### src/rtl/pipe_adder_pkg.sv
// rtl/pipe_adder_pkg.sv - shared defaults and sizing helpers for pipe_adder
package pipe_adder_pkg;

    localparam int DEFAULT_WIDTH = 32;
    localparam int DEFAULT_SEG_W = 8;

    function automatic int nseg(int w, int s);
        return w / s;
    endfunction

    // Offset of stage k's pending-b slice in the packed triangular store;
    // stage j (j >= 1) keeps w - j*s bits of b still to be added.
    function automatic int tri_off(int w, int s, int k);
        int acc;
        acc = 0;
        for (int j = 1; j < k; j++) begin
            acc += w - j * s;
        end
        return acc;
    endfunction

endpackage

### src/rtl/adder_seg_stage.sv
// rtl/adder_seg_stage.sv - registered SEG_W-bit add of one segment with carry in/out
module adder_seg_stage #(
    parameter int SEG_W = 8
) (
    input  logic             clk,
    input  logic             rst_n,
    input  logic             ld,
    input  logic [SEG_W-1:0] a_seg,
    input  logic [SEG_W-1:0] b_seg,
    input  logic             c_in,
    output logic [SEG_W-1:0] s_seg,
    output logic             c_out
);

    always_ff @(posedge clk or negedge rst_n) begin
        if (!rst_n) begin
            s_seg <= '0;
            c_out <= 1'b0;
        end else if (ld) begin
            {c_out, s_seg} <= {1'b0, a_seg} + {1'b0, b_seg} + {{SEG_W{1'b0}}, c_in};
        end
    end

endmodule

### src/rtl/pipe_adder.sv
// rtl/pipe_adder.sv - segmented pipelined adder with valid/ready handshake (option: PIPE_ADDER_SUB_EN)
module pipe_adder
    import pipe_adder_pkg::*;
#(
    parameter int WIDTH = DEFAULT_WIDTH,
    parameter int SEG_W = DEFAULT_SEG_W
) (
    input  logic             clk,
    input  logic             rst_n,
    input  logic             in_valid,
    output logic             in_ready,
    input  logic [WIDTH-1:0] a,
    input  logic [WIDTH-1:0] b,
    input  logic             cin,
`ifdef PIPE_ADDER_SUB_EN
    input  logic             sub,
`endif
    output logic             out_valid,
    input  logic             out_ready,
    output logic [WIDTH-1:0] sum,
    output logic             cout
);

    localparam int NSEG = nseg(WIDTH, SEG_W);
    localparam int BP_W = tri_off(WIDTH, SEG_W, NSEG);

    if (WIDTH < 1 || SEG_W < 1 || (WIDTH % SEG_W) != 0) begin : g_bad_cfg
        $fatal(1, "pipe_adder: WIDTH must be a nonzero multiple of SEG_W");
    end

    logic [NSEG:0]      rdy;
    logic [NSEG-1:0]    v;
    logic [NSEG-1:0]    c;
    logic [WIDTH-1:0]   w [NSEG];
    logic [(BP_W > 0 ? BP_W : 1)-1:0] bp;
    logic [WIDTH-1:0]   b_eff;
    logic               cin_eff;

`ifdef PIPE_ADDER_SUB_EN
    assign b_eff   = sub ? ~b : b;
    assign cin_eff = sub | cin;
`else
    assign b_eff   = b;
    assign cin_eff = cin;
`endif

    // A stage can take new data if it is empty or its successor is moving.
    always_comb begin
        rdy       = '0;
        rdy[NSEG] = out_ready;
        for (int k = NSEG - 1; k >= 0; k--) begin
            rdy[k] = !v[k] || rdy[k+1];
        end
    end

    for (genvar k = 0; k < NSEG; k++) begin : g_stage
        localparam int BW       = WIDTH - k * SEG_W;
        localparam int BOFF_IN  = tri_off(WIDTH, SEG_W, k);
        localparam int BOFF_OUT = tri_off(WIDTH, SEG_W, k + 1);

        logic             up_v;
        logic             c_up;
        logic             ld;
        logic [WIDTH-1:0] w_in;
        logic [BW-1:0]    b_in;
        logic [SEG_W-1:0] s_seg;

        if (k == 0) begin : g_first
            assign up_v = in_valid;
            assign c_up = cin_eff;
            assign w_in = a;
            assign b_in = b_eff;
        end else begin : g_next
            assign up_v = v[k-1];
            assign c_up = c[k-1];
            assign w_in = w[k-1];
            assign b_in = bp[BOFF_IN +: BW];
        end

        assign ld = rdy[k] && up_v;

        always_ff @(posedge clk or negedge rst_n) begin
            if (!rst_n) begin
                v[k] <= 1'b0;
            end else if (rdy[k]) begin
                v[k] <= up_v;
            end
        end

        adder_seg_stage #(.SEG_W(SEG_W)) u_seg (
            .clk   (clk),
            .rst_n (rst_n),
            .ld    (ld),
            .a_seg (w_in[SEG_W-1:0]),
            .b_seg (b_in[SEG_W-1:0]),
            .c_in  (c_up),
            .s_seg (s_seg),
            .c_out (c[k])
        );

        // Finished segments enter at the top and rotate down past the pending a bits.
        if (NSEG > 1) begin : g_rest
            logic [WIDTH-SEG_W-1:0] rest;
            always_ff @(posedge clk or negedge rst_n) begin
                if (!rst_n) begin
                    rest <= '0;
                end else if (ld) begin
                    rest <= w_in[WIDTH-1:SEG_W];
                end
            end
            assign w[k] = {s_seg, rest};
        end else begin : g_norest
            assign w[k] = s_seg;
        end

        if (k < NSEG - 1) begin : g_bp
            always_ff @(posedge clk or negedge rst_n) begin
                if (!rst_n) begin
                    bp[BOFF_OUT +: BW-SEG_W] <= '0;
                end else if (ld) begin
                    bp[BOFF_OUT +: BW-SEG_W] <= b_in[BW-1:SEG_W];
                end
            end
        end
    end

    if (BP_W == 0) begin : g_no_bp
        assign bp = 1'b0;
    end

    assign in_ready  = rdy[0];
    assign out_valid = v[NSEG-1];
    assign sum       = w[NSEG-1];
    assign cout      = c[NSEG-1];

endmodule
### config.mk
export PLATFORM = sky130hd
export DESIGN_NAME = pipe_adder
export DESIGN_NICKNAME = d
export VERILOG_FILES = /design/src/rtl/pipe_adder_pkg.sv /design/src/rtl/adder_seg_stage.sv /design/src/rtl/pipe_adder.sv
export SDC_FILE = /design/constraint.sdc
export NUM_CORES = 1
export LEC_CHECK = 0
export BUFFER_PORTS_ARGS = -buffer_cell sky130_fd_sc_hd__buf_2
export CORE_MARGIN = 8
export CORE_UTILIZATION = 34
export DETAILED_ROUTE_END_ITERATION = 10
export HOLD_SLACK_MARGIN = 0.03
export PLACE_DENSITY = 0.53
export SETUP_SLACK_MARGIN = 0.1
export SLEW_MARGIN = 5
export SYNTH_ARGS = -nofsm -noshare
export SYNTH_HDL_FRONTEND = slang
export SYNTH_HIERARCHICAL = 1
export SYNTH_SLANG_ARGS = --single-unit
export TNS_END_PERCENT = 30
### constraint.sdc
create_clock -name clk -period 2.9 [get_ports clk]
set_input_delay 0.435 -clock clk [delete_from_list [all_inputs] [get_ports clk]]
set_output_delay 0.435 -clock clk [all_outputs]
set_load 0.05 [all_outputs]
==> flow_summary.yaml <==
global_route:
  overflow: 0
  antenna_found_initial: 0
  grt_pass1_vias: 5635
  grtUsageTotal: 0.122
  grt_pass1_wl_um: 29600
  grt_max_degree: 81
pwr:
  combinationalPowerShare: 0.370
  power.share.switching: 0.364
  power.share.clock: 0.236
  leakage_nw: 4.35
  p_int_mw: 6.36
  p_switching_mw: 3.64
  power.density_mw_per_mm2: 1020
  power.total_mw: 10.0
  seqPwrFrac: 0.394
  vdd_ir_drop_max_v: 0.000454
clocking:
  insertion_delay_ps: 420
  clkTransAtPathRegs_ps: 70
  clockRootBuffer: "clkbuf_16"
  cts_resized: 0
  cts.htree.levels: 4
  cts_tree: "yes"
  holdBufCountCts: 0
  cts_buffer_depth: 2
  clkSinkCount: 184
  post_cts_buffers: 0
  numCtsBuffers: 17
synthesis:
  synthTopCellsByCount: "184 x dfrtp_1, 143 x mux2_2, 36 x o21ai_0, 28 x a21oi_1, 28 x ha_1"
  ys_types: 34
  ys_warn_count: 6
  synth_cells: 622
  ys_ff_latch: 184
  synth_area_leader_cell: "dfrtp_1"
  synth_top_area_share: 0.552
  synth_flop_cell: "dfrtp_1"
  synthTopCellsByArea: "dfrtp_1 55%, mux2_2 19%, ha_1 4.2%"
  synth_nets: 727
  ys_async_sr_fraction: 1.00
  synth_edf_count: 0
  syn-mean-instance-area_um2: 13.4
  synth_area_mm2: 0.00834
  yosysMostFrequentCell: "dfrtp_1"
  synth_sequential_area_ratio: 0.552
detailed_routing:
  vias: 5147
  drt-pass1-iter-count: 4
  route.detailed.drc: 0
  avgRoutedWirePerCell_um: 16.5
  routed_wl_um: 17600
  route.antenna.remaining_nets: 0
  viasPerCell: 4.84
  drt_iter0_markers: 209
sta:
  setup_tns_ps: 0
  finalMaxSlewViolations: 0
  finClkSkew_ps: 5.53
  hold_viol: 0
  fmax_mhz: 403
  relSlewSlack: 0.488
  final.min_clock_period_ps: 2480
  period_share: 0.855
  worstMarginPinSlew_ps: 768
  setup_ws_ps: 421
  setup_viol: 0
  rsz0062_at_grt: "false"
floorplanning:
  die_area_mm2: 0.0298
  start_util: 0.345
  core-area_mm2: 0.0242
  io_pins: 104
  die_h_um: 173
  die_w_um: 173
  std_cell_rows: 57
final_layout:
  area_growth_pct: 18.1
  diodes: 0
  multi_input_area_mm2: 0.00356
  nNetsFinal: 834
  utilization: 0.408
  fillers: 2306
  regArea_mm2: 0.00460
  design_area_mm2: 0.00985
  drive_gt1_frac: 0.411
placed_design:
  dpl_cell_area_mm2: 0.00927
  portBuffers: 103
  dp_hpwl_um: 12500
  place_ws_ps: 315
  place.gp.congestion: 0.795
setup_path:
  cp.arrival_ps: 2770
  startpoint_type: "flop"
  startpoint: "g_stage[1].g_rest.rest[0]$_DFFE_PN0P_"
  worstSetupPathType: "flop to flop"
  cp_max_fo: 3
  critPathCaptureType: "flop"
  timing.rr.start: "g_stage[1].g_rest.rest[0]$_DFFE_PN0P_"
  reg2reg_depth: 6
  cp.required_ps: 3200
worst_hold_path:
  hp-class: "primary input to async pin"
outcome:
  run_status: "finished clean"
run:
  cap_violations: 0
[worst max-delay path, stage by stage (launching register included)]
cell      delay [ps]
dfrtp_1          410
fa_1             530
fa_1             470
a211oi_2         290
o21bai_1         130
and4b_1          190
or3_1            330
[cell type report]
class / instances / area share
clock buffer: 22 / 0.0471
clock inverter: 8 / 0.0124
inverter: 15 / 0.00571
multi-input combinational: 397 / 0.361
sequential: 184 / 0.467
tap: 324 / 0.0411
timing repair buffer: 114 / 0.0651
[sequential cells by signal, indices dropped and copies added, names as in the netlist]
| register | cells |
|---|---|
| g_stage.b_in | 48 |
| g_stage.u_seg/c_out | 4 |
| g_stage.u_seg/s_seg | 32 |
| out_valid | 1 |
| g_stage.g_rest.rest | 96 |
| g_stage.up_v | 3 |
[stage by stage]
stage | hold WS, ps | cells
6_report | 43.3 | 1064
5_1_grt | 100 | 1064
4_1_cts | 75.2 | 1064
3_5_place_dp | 487 | 1034
3_3_place_gp | 484 | 1034
2_1_floorplan | 139 | 622
[cells by family after synthesis]
| group | synth area share |
|---|---|
| and+or+nand+nor | 0.0549 |
| AOI/OAI and AO/OA | 0.0817 |
| xor gates and xnor gates | 0.00840 |
| adders and majority gates | 0.0612 |
| muxes | 0.219 |
| buffers and inverters | 0.0232 |
| DFF | 0.552 |
[final timing paths]
kind | slack (ps) | endpoint
setup / recovery | 420 | g_stage[2].u_seg/s_seg[6]$_DFFE_PN0P_
max in group asynchronous | 2080 | g_stage[2].g_rest.rest[1]$_DFFE_PN0P_
hold / removal | 40 | g_stage[1].b_in[13]$_DFFE_PN0P_
min in group clk | 240 | g_stage[0].g_rest.rest[2]$_DFFE_PN0P_
setup reg to reg | 420 | g_stage[2].u_seg/s_seg[6]$_DFFE_PN0P_
hold reg to reg | 500 | g_stage[2].g_rest.rest[21]$_DFFE_PN0P_
[layout by cell type, fill, tap and decap left out, drive strengths merged, types with 8 or more instances in the layout]
cell	instances
a21o	8
inv	15
o21ai	36
a211oi	16
mux2	152
clkbuf	22
buf	114
mux2i	8
nor2	20
dfrtp	184
nand2	20
o22ai	8
fa	8
a21oi	28
ha	28
nor2b	8
[routing by layer]
metal / vias up / share of wire / track usage
met5: - / 0 / 0
met4: 0 / 0.017 / 0.0474
met3: 22 / 0.028 / 0.0240
met2: 99 / 0.49 / 0.203
met1: 2568 / 0.47 / 0.154
li1: 2458 / - / -
[power groups by stage]
stage	Combinational [mW]	Sequential [mW]	Clock (mW)
2_1_floorplan	2.09	4.65	0
3_3_place_gp	3.64	3.98	0
3_5_place_dp	3.71	4.01	0
4_1_cts	3.74	3.96	2.43
5_1_grt	4.05	4.06	2.55
6_report	3.70	3.94	2.36
(Power assumes the default switching activity.)
